<file path="config.mk">
export PLATFORM = sky130hd
export DESIGN_NAME = ex_stage
export DESIGN_NICKNAME = d
export VERILOG_FILES = /design/src/rtl/ex_pkg.sv /design/src/rtl/ex_stage_mul_iter.sv /design/src/rtl/ex_stage.sv
export SDC_FILE = /design/constraint.sdc
export NUM_CORES = 1
export LEC_CHECK = 0
export CAP_MARGIN = 20
export CORE_ASPECT_RATIO = 0.6
export CORE_MARGIN = 3
export CORE_UTILIZATION = 55
export CTS_BUF_LIST = sky130_fd_sc_hd__clkbuf_8
export CTS_CLUSTER_SIZE = 40
export DETAILED_ROUTE_END_ITERATION = 12
export PLACE_DENSITY = 0.92
export REMOVE_ABC_BUFFERS = 1
export SYNTH_ARGS = -nofsm -noshare
export SYNTH_HDL_FRONTEND = slang
export SYNTH_SLANG_ARGS = --single-unit
export TNS_END_PERCENT = 50
</file>
<file path="constraint.sdc">
create_clock -name clock -period 0.97 [get_ports clock]
set_clock_uncertainty 0.1 [all_clocks]
set_input_delay 0.2425 -clock clock [delete_from_list [all_inputs] [get_ports clock]]
set_output_delay 0.2425 -clock clock [all_outputs]
set_load 0.02 [all_outputs]
</file>
<file path="src/rtl/ex_pkg.sv">
// -----------------------------------------------------------------------------
// ex_pkg -- shared definitions for the EX pipeline stage.
//
// Contents:
//   DATA_W / REG_W   : datapath and register-index widths
//   aluop_e          : 2-bit ALU operation class driven by the ID stage
//   FUNCT_*          : R-type funct field values understood by the ALU
//   alu_ctl_e        : decoded ALU operation
//   ex_state_e       : EX stage sequencing state (iterative multiply)
//   ex_mem_t         : bundle of EX/MEM pipeline register contents
//   alu_decode()     : aluOp + funct -> alu_ctl_e
//
// The multiplier states are only used when EX_MULT_EN is defined.
// -----------------------------------------------------------------------------
package ex_pkg;

    localparam int DATA_W = 32;
    localparam int REG_W  = 5;

    typedef enum logic [1:0] {
        ALUOP_ADD   = 2'b00,
        ALUOP_SUB   = 2'b01,
        ALUOP_RTYPE = 2'b10,
        ALUOP_RSVD  = 2'b11
    } aluop_e;

    localparam logic [5:0] FUNCT_ADD  = 6'h20;
    localparam logic [5:0] FUNCT_SUB  = 6'h22;
    localparam logic [5:0] FUNCT_AND  = 6'h24;
    localparam logic [5:0] FUNCT_OR   = 6'h25;
    localparam logic [5:0] FUNCT_SLT  = 6'h2A;
    localparam logic [5:0] FUNCT_MULT = 6'h18;

    typedef enum logic [2:0] {
        ALU_ADD,
        ALU_SUB,
        ALU_AND,
        ALU_OR,
        ALU_SLT,
        ALU_MUL,
        ALU_NONE
    } alu_ctl_e;

    typedef enum logic [1:0] {
        ST_IDLE,
        ST_MUL_BUSY,
        ST_MUL_DONE
    } ex_state_e;

    typedef struct packed {
        logic [DATA_W-1:0] aluResult;
        logic [DATA_W-1:0] writeData;
        logic [REG_W-1:0]  writeReg;
        logic              zero;
        logic [2:0]        memCtl;
        logic [1:0]        wbCtl;
    } ex_mem_t;

    // The reserved aluOp encoding behaves as add.
    function automatic alu_ctl_e alu_decode(input logic [1:0] op, input logic [5:0] funct);
        alu_ctl_e ctl;
        case (aluop_e'(op))
            ALUOP_SUB: ctl = ALU_SUB;
            ALUOP_RTYPE: begin
                case (funct)
                    FUNCT_ADD:  ctl = ALU_ADD;
                    FUNCT_SUB:  ctl = ALU_SUB;
                    FUNCT_AND:  ctl = ALU_AND;
                    FUNCT_OR:   ctl = ALU_OR;
                    FUNCT_SLT:  ctl = ALU_SLT;
                    FUNCT_MULT: ctl = ALU_MUL;
                    default:    ctl = ALU_NONE;
                endcase
            end
            default: ctl = ALU_ADD;
        endcase
        return ctl;
    endfunction

endpackage

</file>
<file path="src/rtl/ex_stage_mul_iter.sv">
// -----------------------------------------------------------------------------
// mul_iter -- 32-step shift-add multiplier producing the low word of a*b.
// Present only when EX_MULT_EN is defined.
//
// Ports:
//   clock, resetN : clock, asynchronous active-low reset
//   i_start       : capture operands, clear accumulator and step counter
//   i_abort       : abandon any multiply in progress
//   i_a, i_b      : multiplicand / multiplier
//   o_done        : final step happens on the coming edge; o_product is
//                   complete from the cycle after
//   o_product     : low 32 bits of the product
// -----------------------------------------------------------------------------
`ifdef EX_MULT_EN
module mul_iter
    import ex_pkg::*;
(
    input  logic              clock,
    input  logic              resetN,
    input  logic              i_start,
    input  logic              i_abort,
    input  logic [DATA_W-1:0] i_a,
    input  logic [DATA_W-1:0] i_b,
    output logic              o_done,
    output logic [DATA_W-1:0] o_product
);

    logic              r_busy;
    logic [4:0]        r_cnt;
    logic [DATA_W-1:0] r_mcand;
    logic [DATA_W-1:0] r_mplier;
    logic [DATA_W-1:0] r_acc;

    always_ff @(posedge clock or negedge resetN) begin
        if (!resetN) begin
            r_busy   <= 1'b0;
            r_cnt    <= '0;
            r_mcand  <= '0;
            r_mplier <= '0;
            r_acc    <= '0;
        end else if (i_abort) begin
            r_busy <= 1'b0;
            r_cnt  <= '0;
        end else if (i_start) begin
            r_busy   <= 1'b1;
            r_cnt    <= '0;
            r_mcand  <= i_a;
            r_mplier <= i_b;
            r_acc    <= '0;
        end else if (r_busy) begin
            // Bits shifted out above bit 31 never reach the low word.
            r_acc    <= r_acc + (r_mplier[0] ? r_mcand : '0);
            r_mcand  <= {r_mcand[DATA_W-2:0], 1'b0};
            r_mplier <= {1'b0, r_mplier[DATA_W-1:1]};
            // Counter parks at 31 instead of wrapping.
            if (r_cnt == 5'd31) begin
                r_busy <= 1'b0;
            end else begin
                r_cnt <= r_cnt + 5'd1;
            end
        end
    end

    assign o_done    = r_busy && (r_cnt == 5'd31);
    assign o_product = r_acc;

endmodule
`endif

</file>
<file path="src/rtl/ex_stage.sv">
// -----------------------------------------------------------------------------
// ex_stage -- execute stage: ALU, destination select, EX/MEM register.
//
// Inputs : clock, resetN (async, active-low), regDest, aluSrc, aluOp[1:0],
//          memControl[2:0], wbControl[1:0], readData1/readData2/
//          signExtendWire[31:0], rd/rt[4:0], flush
// Outputs: stall (combinational), and registered aluResult, writeData,
//          writeReg, zero, memControlExMem, wbControlExMem
//
// Build option EX_MULT_EN: adds the iterative multiplier (mul_iter) for
// funct 0x18. The stage stalls upstream for 33 cycles and emits bubbles
// while it runs. Without it, mult returns 0 in one cycle and stall is 0.
// -----------------------------------------------------------------------------
module ex_stage
    import ex_pkg::*;
(
    input  logic              clock,
    input  logic              resetN,
    input  logic              regDest,
    input  logic              aluSrc,
    input  logic [1:0]        aluOp,
    input  logic [2:0]        memControl,
    input  logic [1:0]        wbControl,
    input  logic [DATA_W-1:0] readData1,
    input  logic [DATA_W-1:0] readData2,
    input  logic [DATA_W-1:0] signExtendWire,
    input  logic [REG_W-1:0]  rd,
    input  logic [REG_W-1:0]  rt,
    input  logic              flush,
    output logic              stall,
    output logic [DATA_W-1:0] aluResult,
    output logic [DATA_W-1:0] writeData,
    output logic [REG_W-1:0]  writeReg,
    output logic              zero,
    output logic [2:0]        memControlExMem,
    output logic [1:0]        wbControlExMem
);

    function automatic logic [DATA_W-1:0] alu_compute(input alu_ctl_e ctl,
                                                      input logic [DATA_W-1:0] a,
                                                      input logic [DATA_W-1:0] b);
        logic signed [DATA_W-1:0] sa;
        logic signed [DATA_W-1:0] sb;
        logic [DATA_W-1:0]        res;
        sa = a;
        sb = b;
        case (ctl)
            ALU_ADD: res = a + b;
            ALU_SUB: res = a - b;
            ALU_AND: res = a & b;
            ALU_OR:  res = a | b;
            ALU_SLT: res = {{(DATA_W-1){1'b0}}, (sa < sb)};
            default: res = '0;
        endcase
        return res;
    endfunction

    alu_ctl_e          w_aluCtl;
    logic [DATA_W-1:0] w_opB;
    logic [DATA_W-1:0] w_result;
    ex_mem_t           w_normal;
    ex_mem_t           r_out;

    always_comb begin
        w_aluCtl = alu_decode(aluOp, signExtendWire[5:0]);
        w_opB    = aluSrc ? signExtendWire : readData2;
        w_result = alu_compute(w_aluCtl, readData1, w_opB);

        w_normal           = '0;
        w_normal.aluResult = w_result;
        w_normal.writeData = readData2;
        w_normal.writeReg  = regDest ? rd : rt;
        w_normal.zero      = (w_result == '0);
        w_normal.memCtl    = memControl;
        w_normal.wbCtl     = wbControl;
    end

`ifdef EX_MULT_EN
    ex_state_e         r_state;
    logic              w_isMult;
    logic              w_mulStart;
    logic              w_mulDone;
    logic [DATA_W-1:0] w_product;
    ex_mem_t           w_mulOut;
    logic [DATA_W-1:0] r_holdData;
    logic [REG_W-1:0]  r_holdReg;
    logic [2:0]        r_holdMem;
    logic [1:0]        r_holdWb;

    assign w_isMult   = (w_aluCtl == ALU_MUL);
    assign w_mulStart = (r_state == ST_IDLE) && w_isMult && !flush;
    // Gated by resetN so upstream is released immediately during reset.
    assign stall      = resetN && (w_mulStart || ((r_state == ST_MUL_BUSY) && !flush));

    mul_iter u_mul_iter (
        .clock     (clock),
        .resetN    (resetN),
        .i_start   (w_mulStart),
        .i_abort   (flush),
        .i_a       (readData1),
        .i_b       (w_opB),
        .o_done    (w_mulDone),
        .o_product (w_product)
    );

    // Controls of the multiply, latched at start and replayed with the product.
    always_ff @(posedge clock) begin
        if (w_mulStart) begin
            r_holdData <= readData2;
            r_holdReg  <= regDest ? rd : rt;
            r_holdMem  <= memControl;
            r_holdWb   <= wbControl;
        end
    end

    always_comb begin
        w_mulOut           = '0;
        w_mulOut.aluResult = w_product;
        w_mulOut.writeData = r_holdData;
        w_mulOut.writeReg  = r_holdReg;
        w_mulOut.zero      = (w_product == '0);
        w_mulOut.memCtl    = r_holdMem;
        w_mulOut.wbCtl     = r_holdWb;
    end

    // EX/MEM register and sequencing; an all-zero bundle is a bubble.
    always_ff @(posedge clock or negedge resetN) begin
        if (!resetN) begin
            r_state <= ST_IDLE;
            r_out   <= '0;
        end else if (flush) begin
            r_state <= ST_IDLE;
            r_out   <= '0;
        end else begin
            case (r_state)
                ST_IDLE: begin
                    if (w_isMult) begin
                        r_state <= ST_MUL_BUSY;
                        r_out   <= '0;
                    end else begin
                        r_out <= w_normal;
                    end
                end
                ST_MUL_BUSY: begin
                    r_out <= '0;
                    if (w_mulDone) begin
                        r_state <= ST_MUL_DONE;
                    end
                end
                ST_MUL_DONE: begin
                    r_state <= ST_IDLE;
                    r_out   <= w_mulOut;
                end
                default: begin
                    r_state <= ST_IDLE;
                    r_out   <= '0;
                end
            endcase
        end
    end
`else
    assign stall = 1'b0;

    // EX/MEM register; an all-zero bundle is a bubble.
    always_ff @(posedge clock or negedge resetN) begin
        if (!resetN) begin
            r_out <= '0;
        end else if (flush) begin
            r_out <= '0;
        end else begin
            r_out <= w_normal;
        end
    end
`endif

    assign aluResult       = r_out.aluResult;
    assign writeData       = r_out.writeData;
    assign writeReg        = r_out.writeReg;
    assign zero            = r_out.zero;
    assign memControlExMem = r_out.memCtl;
    assign wbControlExMem  = r_out.wbCtl;

endmodule
</file>
==> results.ini, run 1 <==
[floorplanning]
die_w_microns=166
start_util_pct=57.4
rows=34
die_h_microns=102
ioPinCount=194

[clock_network]
hold_buffers=1
htreeDepth=3
cts_buffer_depth=2
cts_resized=521
cts.sinks=75
root_buffer=clkbuf_8
cts_setup_buffers=83
cts_buffers=9

[status]
failed_stage=clock tree synthesis (4_1_cts)
status=aborted with a tool error
error=[ERROR DPL-0038] Utilization greater than 100%, impossible to legalize

[logic_synthesis]
synth_most_common_cell=nor2_1
syn_area_sq_um=8470
synth_flop_cell=dfrtp_1
yosysWarnings=0
syn_avg_cell_area_sq_um=7.85
synthTopCellsByCount=130 x nor2_1, 116 x ha_1, 96 x inv_1, 88 x a21oi_1, 75 x dfrtp_1
synthArstFlopShare_pct=100
synth-edff-count=0
synth_top_area_cell=dfrtp_1
yosysSeqAreaShare_pct=22.2
synthCells=1079
synth_seq_cells=75
synth_cell_type_count=83
synthTopCellsByArea=dfrtp_1 22%, ha_1 17%, nor2_1 5.8%
synth_top_area_share_pct=22.2

[place]
dp_hpwl_microns=33700
port_buffers=192
pre_cts_ws_ns=-3.67
gp_congestion=1.16

## kinds of logic after synthesis
logic type	after synthesis	synth area share, %
fa+ha+maj	118	17.6
mux	46	5.43
xor+xnor	11	1.14
buf+inv	154	7.15
flops	75	22.2
compound gates	310	25.2
other cells	1	0.0443
simple gates	364	21.3
## metrics by stage
stage / setup TNS, ns / instances / cell area [sq um]
detailed placement: -132.55 / 1768 / 13100
floorplan: -58.41 / 1022 / 8230
global placement: -122.49 / 1768 / 13100
==> run 2: changes to the inputs <==
Settings changed: CORE_ASPECT_RATIO 0.6 to default, CORE_UTILIZATION 55 to 40, CTS_BUF_LIST sky130_fd_sc_hd__clkbuf_8 to default, CTS_CLUSTER_SIZE 40 to default, PLACE_DENSITY 0.92 to default, PLACE_DENSITY_LB_ADDON from default to 0.15.
==> results.ini, run 2 <==
[status]
status=complete, but fails checks
failed_checks=negative setup slack

[sta]
max_freq_ghz=0.265
max_slew.worst_pin.slew_ns=0.714
whs_ns=0.116
hold_viol_final=0
max_slew_margin_pct=51.8
period_needed_ns=3.78
setup-violations-final=113
rsz0062_at_grt=true
postLayoutSetupSlackWorst_ns=-2.81
slew_violations=0
post-route-period-util_pct=389

[setup_path]
crit_family=compound AO/OA/AOI/OAI gates
critPathLaunchType=input pin
slowest_stage=or4b_4
crit_type=in2reg
startpoint=aluSrc
worstPathArrival_ns=3.94
cp_slowest_stage_delay_ns=0.54
worst_setup_path_end_kind=flop
cp.buffers_inverters=4
path_cells=buf_8, buf_8, mux2i_4, inv_2, ha_4, fa_2, buf_6, xor2_4, a22o_1, a22o_1, a222oi_1, o311ai_1, a211oi_1, nand3_1, or4b_4, nor4_4, nand3_1, nor4_2
crit_required_ns=1.13
path_max_fanout=5

[logic_synthesis]
synth_most_common_cell=nor2_1
muxShareOfSynthArea_pct=5.43  ; unchanged
synth_cell_type_count=83  ; unchanged
synth_xor_area_share_pct=1.14  ; unchanged
synth_seq_cells=75  ; unchanged
yosysSeqAreaShare_pct=22.2  ; unchanged
synth-edff-count=0  ; unchanged
synthCells=1079  ; unchanged
synthTopCellsByCount=130 x nor2_1, 116 x ha_1, 96 x inv_1, 88 x a21oi_1, 75 x dfrtp_1
synth-simple-area-share_pct=21.3  ; unchanged
synthTopCellsByArea=dfrtp_1 22%, ha_1 17%, nor2_1 5.8%
syn_area_sq_um=8470  ; unchanged
synthArstFlopShare_pct=100  ; unchanged
synth_fa_ha_area_share_pct=17.6  ; unchanged
synth_compound_area_share_pct=25.2  ; unchanged
synth_top_family_by_area=compound AO/OA/AOI/OAI gates
syn_avg_cell_area_sq_um=7.85  ; unchanged
synth_top_area_cell=dfrtp_1
synth_top_area_share_pct=22.2  ; unchanged
yosysWarnings=0  ; unchanged
synth_flop_cell=dfrtp_1

[worst_hold_path]
hold_class=in2reg
hold_start=readData2[15]

[detailed_routing]
drt_iter0_markers=788
antenna_left=0
wirelength_microns=38500
drcViolationCount=0
vias_per_cell=5.56
via_count=10700
wl_per_cell_microns=20.0
dr.pass1.iters=7

[pwr]
cellLeakagePower_nw=7.54
power_frac_comb_pct=59.1
p_per_area_nw_per_um2=1160
p_clk_share_pct=21.4
total_power_mw=18.2
p_switching_mw=7.06
internal_power_mw=11.1
power_frac_seq_pct=19.5
p_sw_share_pct=38.9
vdd.ir_drop.worst_mv=0.924

[layout]
antenna_cells=0
final_core_util_pct=76.6
mostFrequentLayoutCells=383 x buf_4, 116 x nor2_1, 101 x buf_6
layout_commonest_cell=buf_4
fillCellCount=1549
design_area_sq_um=15700
area_growth_pct=85.3
drive_gt1_share_pct=44.2
nNetsFinal=1886

[floorplanning]
start_util_pct=41.3  ; -16 points
die_h_microns=152  ; +48%
coreArea_sq_um=20500
die_w_microns=152  ; -8.8%
rows=52  ; +53%
ioPinCount=194  ; unchanged
die_area_sq_um=23000

[global_routing]
grt_use_total_pct=32.0
overflow=0
grt_pass1_vias=10700
grt_pass1_wl_microns=57700
grt_max_degree=67
antenna_found_initial=0

[clock_network]
cts_buffer_depth=2  ; unchanged
cts_tree=done
cts_buffers=9  ; unchanged
htreeDepth=3  ; unchanged
cts.sinks=75  ; unchanged
root_buffer=clkbuf_16
clk_pin_slew_worst_paths_ns=0.06

[place]
port_buffers=192  ; unchanged
dp_hpwl_microns=28600  ; -15%
place_area_sq_um=13300  ; +1.1%
gp_congestion=0.967  ; -17%

[flow_run]
drv_cap=0

[run 2: metal layers]
layer / track usage [%] / share of wire [%] / vias to the layer above
li1: - / - / 4991
met1: 41.5 / 42 / 5159
met3: 4.58 / 6.9 / 81
met5: 0 / 0 / -
met4: 9.93 / 2.8 / 0
met2: 55.0 / 48 / 470
[run 2: worst paths after layout]
| path | end | slack [ns] | depth (start not counted) |
|---|---|---|---|
| min in group asynchronous | writeReg[1] | 0.17 | 2 |
| setup / recovery | zero | -2.81 | 18 |
| max in group asynchronous | aluResult[11] | 0.19 | 3 |
| hold / removal | writeData[15] | 0.12 | 2 |
[run 2: what timing repair did]
item                                   4_1_cts  5_1_grt
resized for setup                          518      242
setup endpoints to repair                  129      150
endpoints found under the hold margin       75        0
hold buffers                                 1        0
pin swaps                                   82       50
gates cloned                                 0        0
setup buffers                               60       17
[run 2: cell families after synthesis]
logic type                 after synthesis
xor gates and xnor gates                11
adders and majority gates              118
muxes                                   46
and+or+nand+nor                        364
AOI/OAI and AO/OA                      310
buffers and inverters                  154
DFF                                     75
other                                    1
[run 2: area by class of cell]
cell class / instances / area [sq um] / area share [%]
Timing Repair Buffer: 617 / 5380 / 34.2
Tap cell: 270 / 338 / 2.15
Clock inverter: 5 / 85.1 / 0.542
Clock buffer: 11 / 243 / 1.55
Multi-Input combinational cell: 850 / 7420 / 47.2
Inverter: 97 / 369 / 2.35
Sequential cell: 75 / 1880 / 12.0
[run 2: power by group through the flow]
stage	combinational, mW	sequential, mW	clock (mW)
after floorplan	3.39	3.93	0
after global placement	8.53	3.55	0
after detailed placement	8.58	3.56	0
after CTS	9.95	3.52	3.92
after global routing	11.4	3.57	4.08
final	10.7	3.55	3.89
[run 2: metrics by stage]
stage	setup TNS [ns]	setup WS (ns)	cells
2_1_floorplan	-58.41	-2.71	1022
3_3_place_gp	-124.14	-3.56	1851
3_5_place_dp	-126.94	-3.63	1851
4_1_cts	-95.94	-2.75	1925
5_1_grt	-90.00	-2.92	1925
6_report	-84.61	-2.81	1925
Note: power is estimated with default switching activity, not from simulation.
